## src/rtl/stream_perf_monitor_pkg.sv

```systemverilog
// Shared bit positions for the performance monitor command and status words.
package stream_perf_monitor_pkg;

  localparam int CTRL_EN_BIT    = 0;
  localparam int CTRL_CLR_BIT   = 1;
  localparam int CTRL_SNP_BIT   = 2;

  localparam int STATUS_SEQ_LSB = 24;
  localparam int STATUS_TO_BIT  = 1;
  localparam int STATUS_EN_BIT  = 0;

endpackage

```

## src/rtl/stream_perf_monitor_sat_counter.sv

```systemverilog
// Synchronous saturating up-counter with synchronous clear (clear wins over increment).
module sat_counter #(
  parameter int W = 8
) (
  input  logic         clk,
  input  logic         rst,
  input  logic         inc,
  input  logic         clr,
  output logic [W-1:0] q
);

  localparam logic [W-1:0] ONE = W'(1);

  always_ff @(posedge clk) begin
    if (!rst) begin
      q <= '0;
    end else if (clr) begin
      q <= '0;
    end else if (inc && !(&q)) begin
      q <= q + ONE;
    end
  end

endmodule

```

## src/rtl/stream_perf_monitor.sv

```systemverilog
// Passive valid/ready monitor: beat/stall/starve counters, longest stall run,
// sticky stall timeout, and HPS-driven clear/snapshot with registered PIO outputs.
module stream_perf_monitor
  import stream_perf_monitor_pkg::*;
#(
  parameter int CNT_W   = 32,
  parameter int TIMEOUT = 1024
) (
  input  logic        clk,
  input  logic        rst,
  input  logic        mon_valid,
  input  logic        mon_ready,
  input  logic [31:0] ctrl_pio,
  output logic [31:0] beats_pio,
  output logic [31:0] stalls_pio,
  output logic [31:0] starves_pio,
  output logic [31:0] max_stall_pio,
  output logic [31:0] status_pio
);

  localparam logic [CNT_W-1:0] ONE = CNT_W'(1);

  logic             enable_q;
  logic [1:0]       prev_q;
  logic             clr_ev;
  logic             snp_ev;
  logic             beat_ev;
  logic             stall_ev;
  logic             starve_ev;
  logic             run_break;
  logic [CNT_W-1:0] beats_q;
  logic [CNT_W-1:0] stalls_q;
  logic [CNT_W-1:0] starves_q;
  logic [CNT_W-1:0] cur_run;
  logic [CNT_W-1:0] run_sat;
  logic [32:0]      run_plus;
  logic [CNT_W-1:0] max_run;
  logic             timeout_flag;
  logic [7:0]       snap_seq;
  logic [31:0]      snap_beats;
  logic [31:0]      snap_stalls;
  logic [31:0]      snap_starves;
  logic [31:0]      snap_max;
  logic             unused_ctrl;

  assign unused_ctrl = ^ctrl_pio[31:3];

  assign clr_ev = ctrl_pio[CTRL_CLR_BIT] & ~prev_q[0];
  assign snp_ev = ctrl_pio[CTRL_SNP_BIT] & ~prev_q[1];

  assign beat_ev   = enable_q &  mon_valid &  mon_ready;
  assign stall_ev  = enable_q &  mon_valid & ~mon_ready;
  assign starve_ev = enable_q & ~mon_valid &  mon_ready;
  // Any counted cycle that is not a stall (including idle) ends the stall run.
  assign run_break = enable_q & ~(mon_valid & ~mon_ready);

  // 33-bit sum so the timeout compare is exact whatever CNT_W and TIMEOUT are.
  assign run_plus = 33'(cur_run) + 33'd1;
  assign run_sat  = (&cur_run) ? cur_run : cur_run + ONE;

  sat_counter #(.W(CNT_W)) u_beats (
    .clk (clk), .rst (rst), .inc (beat_ev),   .clr (clr_ev), .q (beats_q)
  );

  sat_counter #(.W(CNT_W)) u_stalls (
    .clk (clk), .rst (rst), .inc (stall_ev),  .clr (clr_ev), .q (stalls_q)
  );

  sat_counter #(.W(CNT_W)) u_starves (
    .clk (clk), .rst (rst), .inc (starve_ev), .clr (clr_ev), .q (starves_q)
  );

  sat_counter #(.W(CNT_W)) u_cur_run (
    .clk (clk), .rst (rst), .inc (stall_ev),  .clr (clr_ev | run_break), .q (cur_run)
  );

  always_ff @(posedge clk) begin
    if (!rst) begin
      enable_q     <= 1'b0;
      prev_q       <= 2'b00;
      max_run      <= '0;
      timeout_flag <= 1'b0;
    end else begin
      enable_q <= ctrl_pio[CTRL_EN_BIT];
      prev_q   <= {ctrl_pio[CTRL_SNP_BIT], ctrl_pio[CTRL_CLR_BIT]};
      if (clr_ev) begin
        max_run      <= '0;
        timeout_flag <= 1'b0;
      end else if (stall_ev) begin
        if (run_sat > max_run) max_run <= run_sat;
        if (run_plus >= 33'(TIMEOUT)) timeout_flag <= 1'b1;
      end
    end
  end

  // Snapshot samples the registered live values, so a same-cycle clear is atomic.
  always_ff @(posedge clk) begin
    if (!rst) begin
      snap_beats   <= '0;
      snap_stalls  <= '0;
      snap_starves <= '0;
      snap_max     <= '0;
      snap_seq     <= '0;
    end else if (snp_ev) begin
      snap_beats   <= 32'(beats_q);
      snap_stalls  <= 32'(stalls_q);
      snap_starves <= 32'(starves_q);
      snap_max     <= 32'(max_run);
      snap_seq     <= snap_seq + 8'd1;
    end
  end

  assign beats_pio     = snap_beats;
  assign stalls_pio    = snap_stalls;
  assign starves_pio   = snap_starves;
  assign max_stall_pio = snap_max;

  always_comb begin
    status_pio                          = '0;
    status_pio[STATUS_SEQ_LSB +: 8]     = snap_seq;
    status_pio[STATUS_TO_BIT]           = timeout_flag;
    status_pio[STATUS_EN_BIT]           = enable_q;
  end

endmodule
```

## config.mk

```make
export PLATFORM = sky130hd
export DESIGN_NAME = stream_perf_monitor
export DESIGN_NICKNAME = d
export VERILOG_FILES = /design/src/rtl/stream_perf_monitor_pkg.sv /design/src/rtl/stream_perf_monitor_sat_counter.sv /design/src/rtl/stream_perf_monitor.sv
export SDC_FILE = /design/constraint.sdc
export NUM_CORES = 1
export LEC_CHECK = 0
export BUFFER_PORTS_ARGS = -buffer_cell sky130_fd_sc_hd__buf_2
export CORE_MARGIN = 5
export CORE_UTILIZATION = 35
export DETAILED_ROUTE_END_ITERATION = 8
export HOLD_SLACK_MARGIN = 0.08
export REMOVE_ABC_BUFFERS = 1
export SLEW_MARGIN = 15
export SYNTH_ARGS = -nofsm -noshare
export SYNTH_HDL_FRONTEND = slang
export SYNTH_SLANG_ARGS = --single-unit
```

## constraint.sdc

```tcl
create_clock -name clk -period 5.1 [get_ports clk]
set_input_delay 1.02 -clock clk [delete_from_list [all_inputs] [get_ports clk]]
set_output_delay 1.02 -clock clk [all_outputs]
set_load 0.01 [all_outputs]
```

Yosys cells after proc, flatten, opt, wreduce, memory -nomap -nowiden:

Cells that the tools add are included.

* bits in registers: 300
* input port bits: 36
* output and inout port bits: 160
* word-level logic and storage cells: 54

* $add $sub $neg: 6
* $lt $le $gt $ge: 2
* muxes and demuxes: 1
* bitwise gates (word level): 16
* reductions and logical operators: 16

Operator list (count)
* $add A32 B1 Y32 const B: 4
* $reduce_and A32 Y1: 4
* $add A32 B1 Y33 const B: 1
* $ge A33 B11 Y1 const B: 1
* $gt A32 B32 Y1: 1
* $mux W32: 1
* $and A1 B1 Y1: 9
* $add A8 B1 Y8 const B: 1
* $not A1 Y1: 6
* $logic_and A1 B1 Y1: 4
* $logic_not A1 Y1: 4
* $reduce_and A2 Y1: 2
* $reduce_or A2 Y1: 2
* $or A1 B1 Y1: 1

Longest topological paths before layout:

Gate-level depths: netlist of run 1.

* depth after elaboration: 6
* depth in mapped cells: 17
* gate-level depth less buffers: 16

Hierarchy:

From an unflattened synthesis of run 1, not the netlist that was laid out.

* cells, all modules: 1866
* area total of the unflattened synthesis: 15039.4 um2

By module, submodules not included
* stream_perf_monitor: times used 1, cells an instance 1054, area an instance 8503.2 um2, sequential area each 3443.3 um2
* sat_counter: times used 4, cells an instance 203, area an instance 1634.1 um2, sequential area each 640.6 um2

Least setup slack after synthesis of run 1:

No wires, ideal clock.

* path type: register to register
* from: reg u_cur_run.q[15]
* to: reg max_run[22]
* library setup time: 0.091 ns
* arrival: 3.909 ns
* data required time: 5.009 ns
* setup slack: 1.100 ns
* stages on the path, launching flop included: 16
* path buffers: 3
* period minus slack after synthesis: 4.000 ns
* cells stage by stage: dfxtp_1 > clkbuf_1 > nand2_1 > or4_4 > buf_6 > nor4_4 > nand3_2 > mux2_4 > ha_1 > nand4_1 > nor4_1 > o311ai_0 > a31oi_1 > clkbuf_1 > nor2_1 > a311oi_1

* word-level cells in the longest chain between the ends: 4
* elaborated cells on any way between the ends: 5
* classes of those cells: add/sub (1); order compare (1); mux (1); reduce/logical (2)

RTL lines
* start, declared: line stream_perf_monitor_sat_counter.sv:9 `output logic [W-1:0] q`
* start signal, assigned: line stream_perf_monitor_sat_counter.sv:20 `q <= q + ONE;`
* $add A32 B1 Y32 or $reduce_and A32 Y1 (tied branches): line stream_perf_monitor.sv:59 `assign run_sat = (&cur_run) ? cur_run : cur_run + ONE;`
* $mux W32 *: line stream_perf_monitor.sv:59
* via run_sat[31]: line stream_perf_monitor.sv:35 `logic [CNT_W-1:0] run_sat;`
* $gt A32 B32 Y1 *: line stream_perf_monitor.sv:90 `if (run_sat > max_run) max_run <= run_sat;`
* $reduce_and A2 Y1 (no source line) *
* end signal, assigned: line stream_perf_monitor.sv:90
* end, declared: line stream_perf_monitor.sv:37 `logic [CNT_W-1:0] max_run;`

The timed path passes the listed nets; every way through them passes the cells marked *.
A chain may end at the register's enable or synchronous reset.

Final worst setup path of run 1:

* from: reg u_cur_run.q[13]
* to: reg max_run[22]

* word-level cells in the longest chain between the ends: 4
* elaborated cells on any way between the ends: 5
* classes of those cells: add/sub (1); order compare (1); mux (1); reduce/logical (2)

RTL lines (line)
* $add A32 B1 Y32 or $reduce_and A32 Y1 (tied branches): stream_perf_monitor.sv:59
* $mux W32 *: stream_perf_monitor.sv:59
* via run_sat[22]: stream_perf_monitor.sv:35
* $gt A32 B32 Y1: stream_perf_monitor.sv:90
* $reduce_and A2 Y1 (no source line)

Marks and branches as above.

==> out/metrics.yaml, run 1 <==
drv_slew: 0
netlist_instances: 1688
max-cap-violations: 0
cts.hold.buffers_added: 0
yosysUniqueCellTypes: 60
final.period_utilization: 0.818
drtIter0Drc: 573
yosys.area.top_type_share: 0.433
ys_seq_area_frac: 0.433
finalInstanceArea_um2: 16000
wire_per_inst_um: 14.1
netlist.top_cell.by_area: "dfxtp_1"
place_area_um2: 14900
hold_viol_final: 0
tns_ns: 0
worst_slack_ns: 0.930
drc: 0
wl_um: 33000
netlist_area_um2: 13900
grt_overflow: 0
cp_cell_sequence: "nand2_1 > or4_4 > nor2_1 > nand2_1 > xor2_1 > nand2_1 > ha_1 > nand2_1 > o21a_1 > o21ai_0 > a221oi_1 > a31oi_4 > buf_12 > a311oi_1"
start_util: 0.352
std_cell_rows: 73
hold_class: "reg2reg"
clk_latency_ns: 0.53
skew_ns: 0.0247
finalSetupViolCount: 0
async_reset_ff_frac: 0
grt_setup_unrepaired: "no"
synthTopCellsByArea: "dfxtp_1 43%, nand2_1 9.9%, a21boi_0 7.0%"
yosys.area_share.adder: 0.0334
cpPeakStageDelay_ns: 0.72
die_x_um: 209
place_congestion: 0.861
netlist_top_cells_count: "366 x nand2_1, 300 x dfxtp_1, 166 x nor2_1"
muxShareOfSynthArea: 0.00261
cts_buffers: 35
n_antenna_cell: 0
synth_edf_count: 0
worstPathArrival_ns: 4.59
syn_to_final_growth_pct: 15.3
clkTransAtPathRegs_ns: 0.06
p_leak_nw: 5.98
htreeDepth: 2
avgViaCountPerCell: 4.88
final_util: 0.406
die_y_um: 209
clockBufferDepth: 3
ys.flop_type: "dfxtp_1"
crit_fanout: 64
cts.sinks: 300
nFillCells: 4091
endpoint_kind: "flop"
first_pass_iters: 5
crit_buf_inv: 1
slew_headroom: 0.305
status: "finished clean"
synth_warnings: 0
grt_use_total: 0.145
die_area_um2: 43700
fmax_mhz: 240
grt_max_degree: 99
nNetsFinal: 1856
p_per_area_nw_per_um2: 304
io_buffers: 144
grt_pass1_vias: 10726
tightest_slew_ns: 1.04
cp_top_family: "simple AND/OR/NAND/NOR gates"
syn_avg_cell_area_um2: 8.22
synth_top_family_by_area: "simple AND/OR/NAND/NOR gates"
drive_gt1_frac: 0.128
antenna_found_initial: 0
synthSimpleGateAreaFrac: 0.259
path_class: "reg2reg"
core_area_um2: 39500
vias: 11385
grt_pass1_wl_um: 54300
yosys.area_share.xor_xnor: 0.0991
cp_common_cell: "nand2_1"
finalPower_mw: 4.87
cp-start-kind: "flop"
clockRootBuffer: "clkbuf_16"
post-place-ws_ns: 1.00
min_period_ns: 4.17
peakVddDrop_v: 0.000219
ant_nets: 0
hpwl_um: 22500
cts-resized-gates: 0
synth_seq_cells: 300
cp.required_ns: 5.52
cp_slowest_cell: "a221oi_1"
postCtsSetupBuffers: 0
cts_tree: "done"
synth.most_common_cell: "nand2_1"
synth_compound_area_frac: 0.121
io-pin-count: 196
-- area by class of cell --
cell class / count / area [µm²] / share of cell area
clock buffer: 54 / 1010 / 0.0629
clock inverter: 8 / 58.8 / 0.00367
inverter: 41 / 154 / 0.00962
multi-input combinational: 1245 / 7270 / 0.454
sequential: 300 / 6010 / 0.375
tap: 525 / 657 / 0.0410
timing repair buffer: 160 / 856 / 0.0535
-- per-layer routing --
metal,wire length [µm],part of all wire,global-route usage
met4,910,0.028,0.0493
met2,15200,0.46,0.242
met3,1340,0.041,0.0255
met1,15500,0.47,0.190
met5,0,0,0
-- where the power goes --
group,switching (mW),total (mW),internal (mW)
combinational,0.123,0.160,0.0371
clock,0.986,2.35,1.37
sequential,0.00599,2.36,2.35
-- sequential cells by signal (all words and copies together) (netlist names), 32 cells and up --
register	flops
beats_pio	32
max_run	32
max_stall_pio	32
stalls_pio	32
starves_pio	32
u_beats.q	32
u_cur_run.q	32
u_stalls.q	32
u_starves.q	32
-- cells by family after synthesis --
group / after synthesis
and+or+nand+nor: 790
DFF: 300
AOI/OAI and AO/OA: 236
buffers and inverters: 164
xor gates and xnor gates: 157
adders and majority gates: 37
muxes: 3
other: 1
-- cell usage in the layout, fill, tap and decap left out, types with 5 or more instances in the layout --
cell type  count
o21ai_0       18
a311oi_1       6
inv_1         41
clkbuf_1      13
nor3_1        24
nand4_1       45
nor2_1       166
and2_1        12
xnor2_1       76
and3_1        28
buf_2        143
a21oi_1       28
o21a_1         5
nand2_1      366
or3_1         16
clkbuf_16     35
clkbuf_8       6
dfxtp_1      300
conb_1        22
o31ai_1       25
ha_1          37
and4_1        13
xor2_1        81
buf_4         16
nor4_1         9
nand3_1       82
a21boi_0     129
-- path summary, 6_finish.rpt --
| path | startpoint | endpoint | slack, ns | depth (start not counted) |
|---|---|---|---|---|
| max | u_cur_run.q[13] | max_run[22] | 0.93 | 14 |
| min | max_stall_pio[28] | max_stall_pio[28] | 0.46 | 2 |
| max reg2reg | u_cur_run.q[13] | max_run[22] | 0.93 | 14 |
| min reg2reg | max_stall_pio[28] | max_stall_pio[28] | 0.46 | 2 |
-- worst min-delay path, stage by stage (launching register included) --
cell and delay, ns:
dfxtp_1 0.30, nand2_1 0.04, a21boi_0 0.06
-- per-stage QoR --
stage	hold WS (ns)	instances
6_report	0.458	2333
3_3_place_gp	0.451	2271
3_5_place_dp	0.455	2271
2_1_floorplan	0.441	1586
4_1_cts	0.463	2333
5_1_grt	0.479	2333
Note: power is estimated with default switching activity, not from simulation.
==> inputs of run 2 (changes only) <==
==> constraint.sdc (replaced) <==
create_clock -name clk -period 4.3 [get_ports clk]
set_input_delay 0.86 -clock clk [delete_from_list [all_inputs] [get_ports clk]]
set_output_delay 0.86 -clock clk [all_outputs]
set_load 0.01 [all_outputs]
==> out/metrics.yaml, run 2 (synthesis gave the netlist of run 1 again) <==
grt_use_total: 0.147  # +0.00194
grt_setup_unrepaired: "no"
tns_ns: 0  # unchanged
most-common-layout-cells: "366 x nand2_1, 300 x dfxtp_1, 165 x nor2_1"
peakVddDrop_v: 0.000165  # -25%
core_area_um2: 39500  # unchanged
p_per_area_nw_per_um2: 374  # +23%
drtIter0Drc: 529  # -7.7%
drive_gt1_frac: 0.141  # +0.0125
nFillCells: 4038  # -1.3%
crit_fanout: 24  # -63%
worstPathArrival_ns: 4.54  # -0.05 ns
multi_input_area_um2: 7280  # +0.19%
start_util: 0.352  # unchanged
vias: 11461  # +0.67%
worst_slack_ns: 0.176  # -0.754 ns
cp-start-kind: "flop"
clockRootBuffer: "clkbuf_16"
hold_viol_final: 0  # unchanged
die_area_um2: 43700  # unchanged
final_cells: 2351  # +0.77%
grt_max_degree: 108  # +9.1%
io-pin-count: 196  # unchanged
p_leak_nw: 6.18  # +3.3%
skew_ns: 0.00897  # -0.0157 ns
antenna_found_initial: 0  # unchanged
grt_pass1_wl_um: 55000  # +1.1%
place_congestion: 0.863  # +0.22%
htreeDepth: 2  # unchanged
cts_buffers: 35  # unchanged
cts_tree: "done"
tightest_slew_ns: 0.975  # -0.0676 ns
cts.hold.buffers_added: 0  # unchanged
post-place-ws_ns: 0.241  # -0.759 ns
cts.sinks: 300  # unchanged
die_x_um: 209  # unchanged
die_y_um: 209  # unchanged
clockBufferDepth: 3  # unchanged
numPlacedInstances: 2287  # +0.70%
first_pass_iters: 7  # +2
drv_slew: 0  # unchanged
cp.required_ns: 4.72  # -0.80 ns
path_class: "reg2reg"
wire_per_inst_um: 14.3  # +0.90%
hpwl_um: 22800  # +1.4%
final.period_utilization: 0.959  # +0.141
ant_nets: 0  # unchanged
fmax_mhz: 242  # +1.1%
clk_latency_ns: 0.51  # -0.02 ns
min_period_ns: 4.12  # -0.0461 ns
io_buffers: 144  # unchanged
endpoint_kind: "flop"
avgViaCountPerCell: 4.87  # -0.10%
wl_um: 33500  # +1.7%
status: "finished clean"
hold_class: "reg2reg"
slew_headroom: 0.350  # +0.0447
final_util: 0.414  # +0.00878
clkTransAtPathRegs_ns: 0.06  # about the same
finalSetupViolCount: 0  # unchanged
final_common_cell: "nand2_1"
grt_overflow: 0  # unchanged
grt_pass1_vias: 11018  # +2.7%
regArea_um2: 6010  # unchanged
max-cap-violations: 0  # unchanged
std_cell_rows: 73  # unchanged
nNetsFinal: 1874  # +0.97%
syn_to_final_growth_pct: 17.8
drc: 0  # unchanged
## run 2: cell count changes in the layout (fill, tap and decap cells not counted), sizes merged
cell      change
clkbuf        -3
bufinv        +5
diode         +1
clkinv        +4
inv           -3
clkinvlp      -3
buf          +17
## run 2: power by group
part / switching [mW] / total [mW] / internal, mW
sequential: 0.00678 / 2.79 / 2.79
combinational: 0.148 / 0.198 / 0.0495
clock: 1.16 / 3.13 / 1.97
## run 2: worst paths after layout
path	start	endpoint	slack [ns]	depth (start not counted)
worst min-delay path	max_stall_pio[10]	max_stall_pio[10]	0.46	2
worst max register to register	u_cur_run.q[9]	max_run[18]	0.18	14
worst min register to register	max_stall_pio[10]	max_stall_pio[10]	0.46	2
worst max-delay path	u_cur_run.q[9]	max_run[18]	0.18	14
## run 2: area by class of cell
type	instances	share of cell area
sequential	300	0.367
tap	525	0.0402
antenna	1	0.000153
clock inverter	11	0.0112
clock buffer	50	0.0633
multi-input combinational	1245	0.445
timing repair buffer	178	0.0632
inverter	41	0.00941
## run 2: critical path, stage by stage (launching register included)
cell	delay [ns]
dfxtp_1	0.41
nand3_2	0.16
or4_4	0.63
nor4_4	0.40
nand3_2	0.13
mux2_4	0.35
ha_1	0.31
nand4_1	0.14
nor4_2	0.30
buf_4	0.19
o21ai_0	0.16
a31oi_4	0.31
buf_12	0.21
nor2_1	0.05
a311oi_1	0.25
## run 2: per-stage QoR
step / hold WS (ns) / power, mW / cell area (µm²)
5_1_grt: 0.476 / 6.36 / 16300
3_3_place_gp: 0.452 / 3.05 / 15100
4_1_cts: 0.464 / 6.22 / 16300
6_report: 0.459 / 6.12 / 16400
2_1_floorplan: 0.441 / 2.96 / 13400
3_5_place_dp: 0.456 / 3.05 / 15100
## run 2: layer usage
layer	vias up	GRT usage	wire (µm)
li1	5841	-	-
met1	5368	0.185	15100
met2	187	0.252	15900
met3	65	0.0305	1510
met4	0	0.0491	974
met5	-	0	0
## run 2: what timing repair did
| item | in CTS | in global routing |
|---|---|---|
| endpoints found under the hold margin | 0 | 0 |
| buffers inserted | 0 | 1 |
| gates resized for setup | 0 | 4 |
| setup endpoints to repair | 0 | 20 |
